`src/rtl/dm_ctrl_if.sv`:
```
// Bundles the CPU request/response channels and the dm port of the data-memory controller.
// The master side is the CPU plus the dm array; the slave side is dm_ctrl.
interface dm_ctrl_if;
  logic        req_valid;
  logic        req_ready;
  logic        req_we;
  logic [15:0] req_addr;
  logic [31:0] req_wdata;
  logic        rsp_valid;
  logic        rsp_ready;
  logic        rsp_is_write;
  logic [31:0] rsp_rdata;
  logic [15:0] dm_read_addr;
  logic [15:0] dm_write_addr;
  logic [31:0] dm_write_data;
  logic        dm_we;
  logic [31:0] dm_read_data;

  modport master (
    output req_valid, req_we, req_addr, req_wdata, rsp_ready, dm_read_data,
    input  req_ready, rsp_valid, rsp_is_write, rsp_rdata,
           dm_read_addr, dm_write_addr, dm_write_data, dm_we
  );

  modport slave (
    input  req_valid, req_we, req_addr, req_wdata, rsp_ready, dm_read_data,
    output req_ready, rsp_valid, rsp_is_write, rsp_rdata,
           dm_read_addr, dm_write_addr, dm_write_data, dm_we
  );
endinterface

```
`src/rtl/dm_ctrl.sv`:
```
// Data-memory initiator: one load/store at a time, sequences dm read address,
// write address/data and a registered dm_we pulse, then returns a response.
//
// state    | meaning
// IDLE     | ready for a request
// RD_WAIT  | waiting RD_LAT cycles for dm read data
// WR_SETUP | write address/data settle with dm_we low
// WR_PULSE | dm_we high for WE_WIDTH cycles
// WR_HOLD  | dm_we low again, address/data still stable
// RSP      | response held until rsp_ready
module dm_ctrl #(
  parameter int unsigned RD_LAT   = 1,
  parameter int unsigned WE_WIDTH = 1
) (
  input  logic      clk,
  input  logic      rst,
  dm_ctrl_if.slave  bus
);

  typedef enum logic [2:0] {
    IDLE, RD_WAIT, WR_SETUP, WR_PULSE, WR_HOLD, RSP
  } state_t;

  state_t      state_q, state_d;
  logic [3:0]  cnt_q, cnt_d;
  logic [15:0] rd_addr_q, rd_addr_d;
  logic [15:0] wr_addr_q, wr_addr_d;
  logic [31:0] wr_data_q, wr_data_d;
  logic        we_q, we_d;
  logic        rsp_valid_q, rsp_valid_d;
  logic        rsp_is_write_q, rsp_is_write_d;
  logic [31:0] rsp_rdata_q, rsp_rdata_d;

  always_ff @(posedge clk or posedge rst) begin
    if (rst) begin
      state_q        <= IDLE;
      cnt_q          <= '0;
      rd_addr_q      <= '0;
      we_q           <= 1'b0;
      rsp_valid_q    <= 1'b0;
      rsp_is_write_q <= 1'b0;
      rsp_rdata_q    <= '0;
    end else begin
      state_q        <= state_d;
      cnt_q          <= cnt_d;
      rd_addr_q      <= rd_addr_d;
      we_q           <= we_d;
      rsp_valid_q    <= rsp_valid_d;
      rsp_is_write_q <= rsp_is_write_d;
      rsp_rdata_q    <= rsp_rdata_d;
    end
  end

  // Write address/data stay untouched by reset so an in-flight pulse cut by reset commits them.
  always_ff @(posedge clk) begin
    wr_addr_q <= wr_addr_d;
    wr_data_q <= wr_data_d;
  end

  always_comb begin
    state_d        = state_q;
    cnt_d          = cnt_q;
    rd_addr_d      = rd_addr_q;
    wr_addr_d      = wr_addr_q;
    wr_data_d      = wr_data_q;
    we_d           = we_q;
    rsp_valid_d    = rsp_valid_q;
    rsp_is_write_d = rsp_is_write_q;
    rsp_rdata_d    = rsp_rdata_q;
    case (state_q)
      IDLE: begin
        if (bus.req_valid) begin
          if (bus.req_we) begin
            wr_addr_d = bus.req_addr;
            wr_data_d = bus.req_wdata;
            state_d   = WR_SETUP;
          end else begin
            rd_addr_d = bus.req_addr;
            cnt_d     = 4'(RD_LAT - 1);
            state_d   = RD_WAIT;
          end
        end
      end
      RD_WAIT: begin
        if (cnt_q == 4'd0) begin
          rsp_rdata_d    = bus.dm_read_data;
          rsp_is_write_d = 1'b0;
          rsp_valid_d    = 1'b1;
          state_d        = RSP;
        end else begin
          cnt_d = cnt_q - 4'd1;
        end
      end
      WR_SETUP: begin
        we_d    = 1'b1;
        cnt_d   = 4'(WE_WIDTH - 1);
        state_d = WR_PULSE;
      end
      WR_PULSE: begin
        if (cnt_q == 4'd0) begin
          we_d    = 1'b0;
          state_d = WR_HOLD;
        end else begin
          cnt_d = cnt_q - 4'd1;
        end
      end
      WR_HOLD: begin
        rsp_valid_d    = 1'b1;
        rsp_is_write_d = 1'b1;
        rsp_rdata_d    = '0;
        state_d        = RSP;
      end
      RSP: begin
        if (bus.rsp_ready) begin
          rsp_valid_d = 1'b0;
          state_d     = IDLE;
        end
      end
      default: state_d = IDLE;
    endcase
  end

  assign bus.req_ready     = (state_q == IDLE);
  assign bus.rsp_valid     = rsp_valid_q;
  assign bus.rsp_is_write  = rsp_is_write_q;
  assign bus.rsp_rdata     = rsp_rdata_q;
  assign bus.dm_read_addr  = rd_addr_q;
  assign bus.dm_write_addr = wr_addr_q;
  assign bus.dm_write_data = wr_data_q;
  assign bus.dm_we         = we_q;

endmodule

```
`src/flat_wrapper.sv`:
```
// flat-port wrapper written by rule: the top's interface ports become plain ports
module dm_ctrl_flat 
#(
  parameter int unsigned RD_LAT   = 1,
  parameter int unsigned WE_WIDTH = 1
)
  (clk, rst, bus_req_valid, bus_req_we, bus_req_addr, bus_req_wdata, bus_rsp_ready, bus_dm_read_data, bus_req_ready, bus_rsp_valid, bus_rsp_is_write, bus_rsp_rdata, bus_dm_read_addr, bus_dm_write_addr, bus_dm_write_data, bus_dm_we);
  dm_ctrl_if bus_i ();
  input  logic clk;
  input  logic rst;
  input wire logic [$bits(bus_i.req_valid)-1:0] bus_req_valid;
  input wire logic [$bits(bus_i.req_we)-1:0] bus_req_we;
  input wire logic [$bits(bus_i.req_addr)-1:0] bus_req_addr;
  input wire logic [$bits(bus_i.req_wdata)-1:0] bus_req_wdata;
  input wire logic [$bits(bus_i.rsp_ready)-1:0] bus_rsp_ready;
  input wire logic [$bits(bus_i.dm_read_data)-1:0] bus_dm_read_data;
  output wire logic [$bits(bus_i.req_ready)-1:0] bus_req_ready;
  output wire logic [$bits(bus_i.rsp_valid)-1:0] bus_rsp_valid;
  output wire logic [$bits(bus_i.rsp_is_write)-1:0] bus_rsp_is_write;
  output wire logic [$bits(bus_i.rsp_rdata)-1:0] bus_rsp_rdata;
  output wire logic [$bits(bus_i.dm_read_addr)-1:0] bus_dm_read_addr;
  output wire logic [$bits(bus_i.dm_write_addr)-1:0] bus_dm_write_addr;
  output wire logic [$bits(bus_i.dm_write_data)-1:0] bus_dm_write_data;
  output wire logic [$bits(bus_i.dm_we)-1:0] bus_dm_we;
  assign bus_i.req_valid = bus_req_valid;
  assign bus_i.req_we = bus_req_we;
  assign bus_i.req_addr = bus_req_addr;
  assign bus_i.req_wdata = bus_req_wdata;
  assign bus_i.rsp_ready = bus_rsp_ready;
  assign bus_i.dm_read_data = bus_dm_read_data;
  assign bus_req_ready = bus_i.req_ready;
  assign bus_rsp_valid = bus_i.rsp_valid;
  assign bus_rsp_is_write = bus_i.rsp_is_write;
  assign bus_rsp_rdata = bus_i.rsp_rdata;
  assign bus_dm_read_addr = bus_i.dm_read_addr;
  assign bus_dm_write_addr = bus_i.dm_write_addr;
  assign bus_dm_write_data = bus_i.dm_write_data;
  assign bus_dm_we = bus_i.dm_we;
  dm_ctrl #(.RD_LAT(RD_LAT), .WE_WIDTH(WE_WIDTH)) u_core (.clk(clk), .rst(rst), .bus(bus_i));
endmodule
```
`config.mk`:
```
export PLATFORM = sky130hd
export DESIGN_NAME = dm_ctrl_flat
export DESIGN_NICKNAME = d
export VERILOG_FILES = /design/src/rtl/dm_ctrl_if.sv /design/src/rtl/dm_ctrl.sv /design/src/flat_wrapper.sv
export SDC_FILE = /design/constraint.sdc
export NUM_CORES = 1
export LEC_CHECK = 0
export CORE_ASPECT_RATIO = 0.9
export CORE_MARGIN = 1
export CORE_UTILIZATION = 36
export DETAILED_ROUTE_END_ITERATION = 10
export DONT_BUFFER_PORTS = 1
export GPL_TIMING_DRIVEN = 0
export SLEW_MARGIN = 20
export SYNTH_ARGS = -nofsm -noshare
export SYNTH_HDL_FRONTEND = slang
export SYNTH_SLANG_ARGS = --single-unit
export TNS_END_PERCENT = 30
```
`constraint.sdc`:
```
create_clock -name clk -period 2.5 [get_ports clk]
set_input_delay 0.5 -clock clk [delete_from_list [all_inputs] [get_ports clk]]
set_output_delay 0.5 -clock clk [all_outputs]
set_load 0.01 [all_outputs]
```
==> results.yml <==
run_status:
  outcome: "finished, violations left"
  violations: "design-rule violations"
power:
  power_leakage_nw: 1.72
  power_density_mw_per_mm2: 1200
  power.total_mw: 5.25
  max-vdd-ir-drop_mv: 0.490
timing:
  final_hold_viol_count: 0
  tns_ns: 0
  finalSetupViolCount: 0
  min_period_ns: 2.17
  slew_viol_final: 0
  finClkSkew_ns: 0.00963
  tightest_slew_ns: 0.685
  hold_ws_ns: 0.252
  relSlewSlack_pct: 54.0
  period_share_pct: 86.7
  fin_ws_ns: 0.333
  rsz0062_at_grt: "false"
  max_freq_mhz: 461
clock_tree:
  cts_tree: "done"
  cts_made_buffers: 9
  clockBufferDepth: 2
  postCtsSetupBuffers: 0
  htreeDepth: 3
  worst_skew_pair.late_latency_ns: 0.34
  path_clk_slew_ns: 0.08
  clkSinkCount: 106
  ctsRootBufferMaster: "clkbuf_16"
worst_setup_path:
  cp_data_arrival_time_ns: 2.14
  cp_max_fo: 48
  critPathRequiredTime_ns: 2.47
  start_kind: "flip-flop"
  critical_path_class: "reg -> reg"
  end_kind: "flip-flop"
global_routing:
  antenna_found_initial: 0
  grt_util_all_layers_pct: 13.9
  grt_overflow: 0
  first_global_vias: 2228
  grt_pass1_wl_mm: 11.8
  grt_max_degree: 50
floorplanning:
  start_util_pct: 37.4
  io_pins: 185
  fp-row-count: 35
  die_y_um: 100
  dieArea_mm2: 0.0112
  die_w_um: 111
  core_area_mm2: 0.0103
synth:
  netlist_area_mm2: 0.00387
  yosysSeqAreaShare_pct: 74.8
  ys_types: 34
  synth_seq_cells: 106
  yosys_warnings: 0
  synth_cells: 283
  syn_area_per_cell_um2: 13.7
  synthesis.nets: 369
layout:
  fin_util_pct: 42.2
  post_route_cells_drive_above_1_share_pct: 15.9
  fillers: 978
  nets: 382
  diodes: 0
  final_cell_count_no_fill: 430
  final_area_mm2: 0.00436
  area_growth_pct: 12.8
drt:
  route.detailed.drc: 37
  vias: 2218
  via_per_inst: 5.16
  drtPass1Iterations: 7
  wire_per_inst_um: 17.8
  ant_nets: 0
  drt_wl_total_mm: 7.65
  drtIter0Drc: 146
place:
  io_buffers: 0
  pre_cts_ws_ns: 0.000748
  post-dp-hpwl_mm: 5.55
  routabilityCongestion: 0.782
  placed_area_mm2: 0.00406
  place_inst: 413
min_path:
  hold_path.class: "in -> reg"
flow_run:
  drv_cap: 0
cells in the mapped netlist:
library cell | n | share of area (%)
nand2_1 | 69 | 6.7
dfrtp_1 | 58 | 38
edfxtp_1 | 48 | 37
o21ai_0 | 34 | 4.4
mux2_2 | 16 | 4.7
a21oi_1 | 6 | 0.78
clkbuf_1 | 5 | 0.49
inv_1 | 5 | 0.49
nor2_1 | 5 | 0.49
nor2b_1 | 4 | 0.65
a22o_1 | 3 | 0.68
buf_2 | 3 | 0.39
buf_4 | 3 | 0.58
clkbuf_2 | 2 | 0.26
nand3_1 | 2 | 0.26
o31ai_1 | 2 | 0.39
a221oi_1 | 1 | 0.23
a31o_2 | 1 | 0.23
a31oi_1 | 1 | 0.16
and3_1 | 1 | 0.16
ha_1 | 1 | 0.32
mux2i_1 | 1 | 0.26
nand2_2 | 1 | 0.16
nand2b_1 | 1 | 0.16
nand4b_1 | 1 | 0.23
nor3_1 | 1 | 0.13
nor3_4 | 1 | 0.42
nor3b_1 | 1 | 0.19
nor4_1 | 1 | 0.16
nor4b_1 | 1 | 0.23
o21a_1 | 1 | 0.19
o22ai_1 | 1 | 0.16
or3b_2 | 1 | 0.23
or4b_4 | 1 | 0.36
sequential cells by signal, summed over array words and instances (netlist names):
signal,cells
u_core.bus.dm_write_data,32
u_core.bus.rsp_rdata,32
u_core.bus.dm_read_addr,16
u_core.state_q,3
u_core.bus.rsp_is_write,1
u_core.bus.dm_we,1
u_core.cnt_q,4
u_core.bus.rsp_valid,1
u_core.bus.dm_write_addr,16
per-layer routing:
metal | wire length, µm | GRT usage, % | up-vias | share of wire, %
met4 | 64 | 4.57 | 0 | 0.84
met1 | 2850 | 14.6 | 1055 | 37
met3 | 893 | 7.13 | 6 | 12
li1 | - | - | 1013 | -
met2 | 3840 | 24.1 | 144 | 50
met5 | 0 | 0 | - | 0
placed cells by master, fill, tap and decap left out, types with 2 or more instances in the layout:
| cell type | count |
|---|---|
| nor2_1 | 5 |
| nand3_1 | 2 |
| o31ai_1 | 2 |
| a21oi_1 | 6 |
| clkinvlp_4 | 2 |
| o21ai_0 | 34 |
| mux2_2 | 16 |
| dfrtp_1 | 58 |
| buf_4 | 3 |
| edfxtp_1 | 48 |
| clkbuf_1 | 5 |
| a22o_1 | 3 |
| clkbuf_2 | 2 |
| buf_2 | 3 |
| inv_1 | 4 |
| nor2b_1 | 4 |
| clkbuf_16 | 9 |
| nand2_1 | 69 |
where the power goes:
| group | switching, mW | internal, mW |
|---|---|---|
| registers | 0.539 | 2.32 |
| clock network | 0.652 | 0.695 |
| logic | 0.595 | 0.449 |
final cells by class:
| cell class | instances | area, µm² | area share [%] |
|---|---|---|---|
| Sequential cell | 106 | 2890 | 66.3 |
| Multi-Input combinational cell | 159 | 893 | 20.5 |
| Clock buffer | 9 | 225 | 5.16 |
| Tap cell | 129 | 161 | 3.70 |
| Buffer | 13 | 66.3 | 1.52 |
| Clock inverter | 7 | 65.1 | 1.49 |
| Timing Repair Buffer | 2 | 37.5 | 0.860 |
| Inverter | 5 | 21.3 | 0.488 |
worst max-delay path, stage by stage (launching register included):
cell and delay [ns]:
dfrtp_1 0.38, buf_2 0.18, nor3_1 0.54, and3_4 0.68
path summary, 6_finish.rpt:
check / start / to / slack [ns] / cells past startpoint
max in group asynchronous: rst / u_core.bus.rsp_valid$_DFFE_PP0P_ / 1.46 / 3
max: u_core.state_q[2]$_DFFE_PP0P_ / u_core.bus.dm_write_data[28]$_DFFE_PP_ / 0.33 / 3
max reg2reg: u_core.state_q[2]$_DFFE_PP0P_ / u_core.bus.dm_write_data[28]$_DFFE_PP_ / 0.33 / 3
min: bus_req_addr[7] / u_core.bus.dm_write_addr[7]$_DFFE_PP_ / 0.25 / 0
min in group asynchronous: rst / u_core.bus.dm_read_addr[1]$_DFFE_PP0P_ / 0.55 / 2
min reg2reg: u_core.bus.dm_read_addr[13]$_DFFE_PP0P_ / u_core.bus.dm_read_addr[13]$_DFFE_PP0P_ / 0.58 / 1
cells by family (layout without fill, tap and decap cells):
| kind of cell | count (synthesis) | in the layout | share of synthesized area [%] |
|---|---|---|---|
| adders and majority gates | 1 | 1 | 0.324 |
| buffers and inverters | 18 | 36 | 2.20 |
| DFF | 106 | 106 | 74.8 |
| AOI/OAI and AO/OA | 50 | 50 | 7.22 |
| and+or+nand+nor | 91 | 91 | 10.5 |
| muxes | 17 | 17 | 4.92 |
timing repair:
item	4_1_cts	5_1_grt
hold buffers	1	0
resized for setup	1	0
endpoints found under the hold margin	9	0
endpoints found under the setup margin	40	0
No activity file was read; power rests on OpenSTA's default activity.
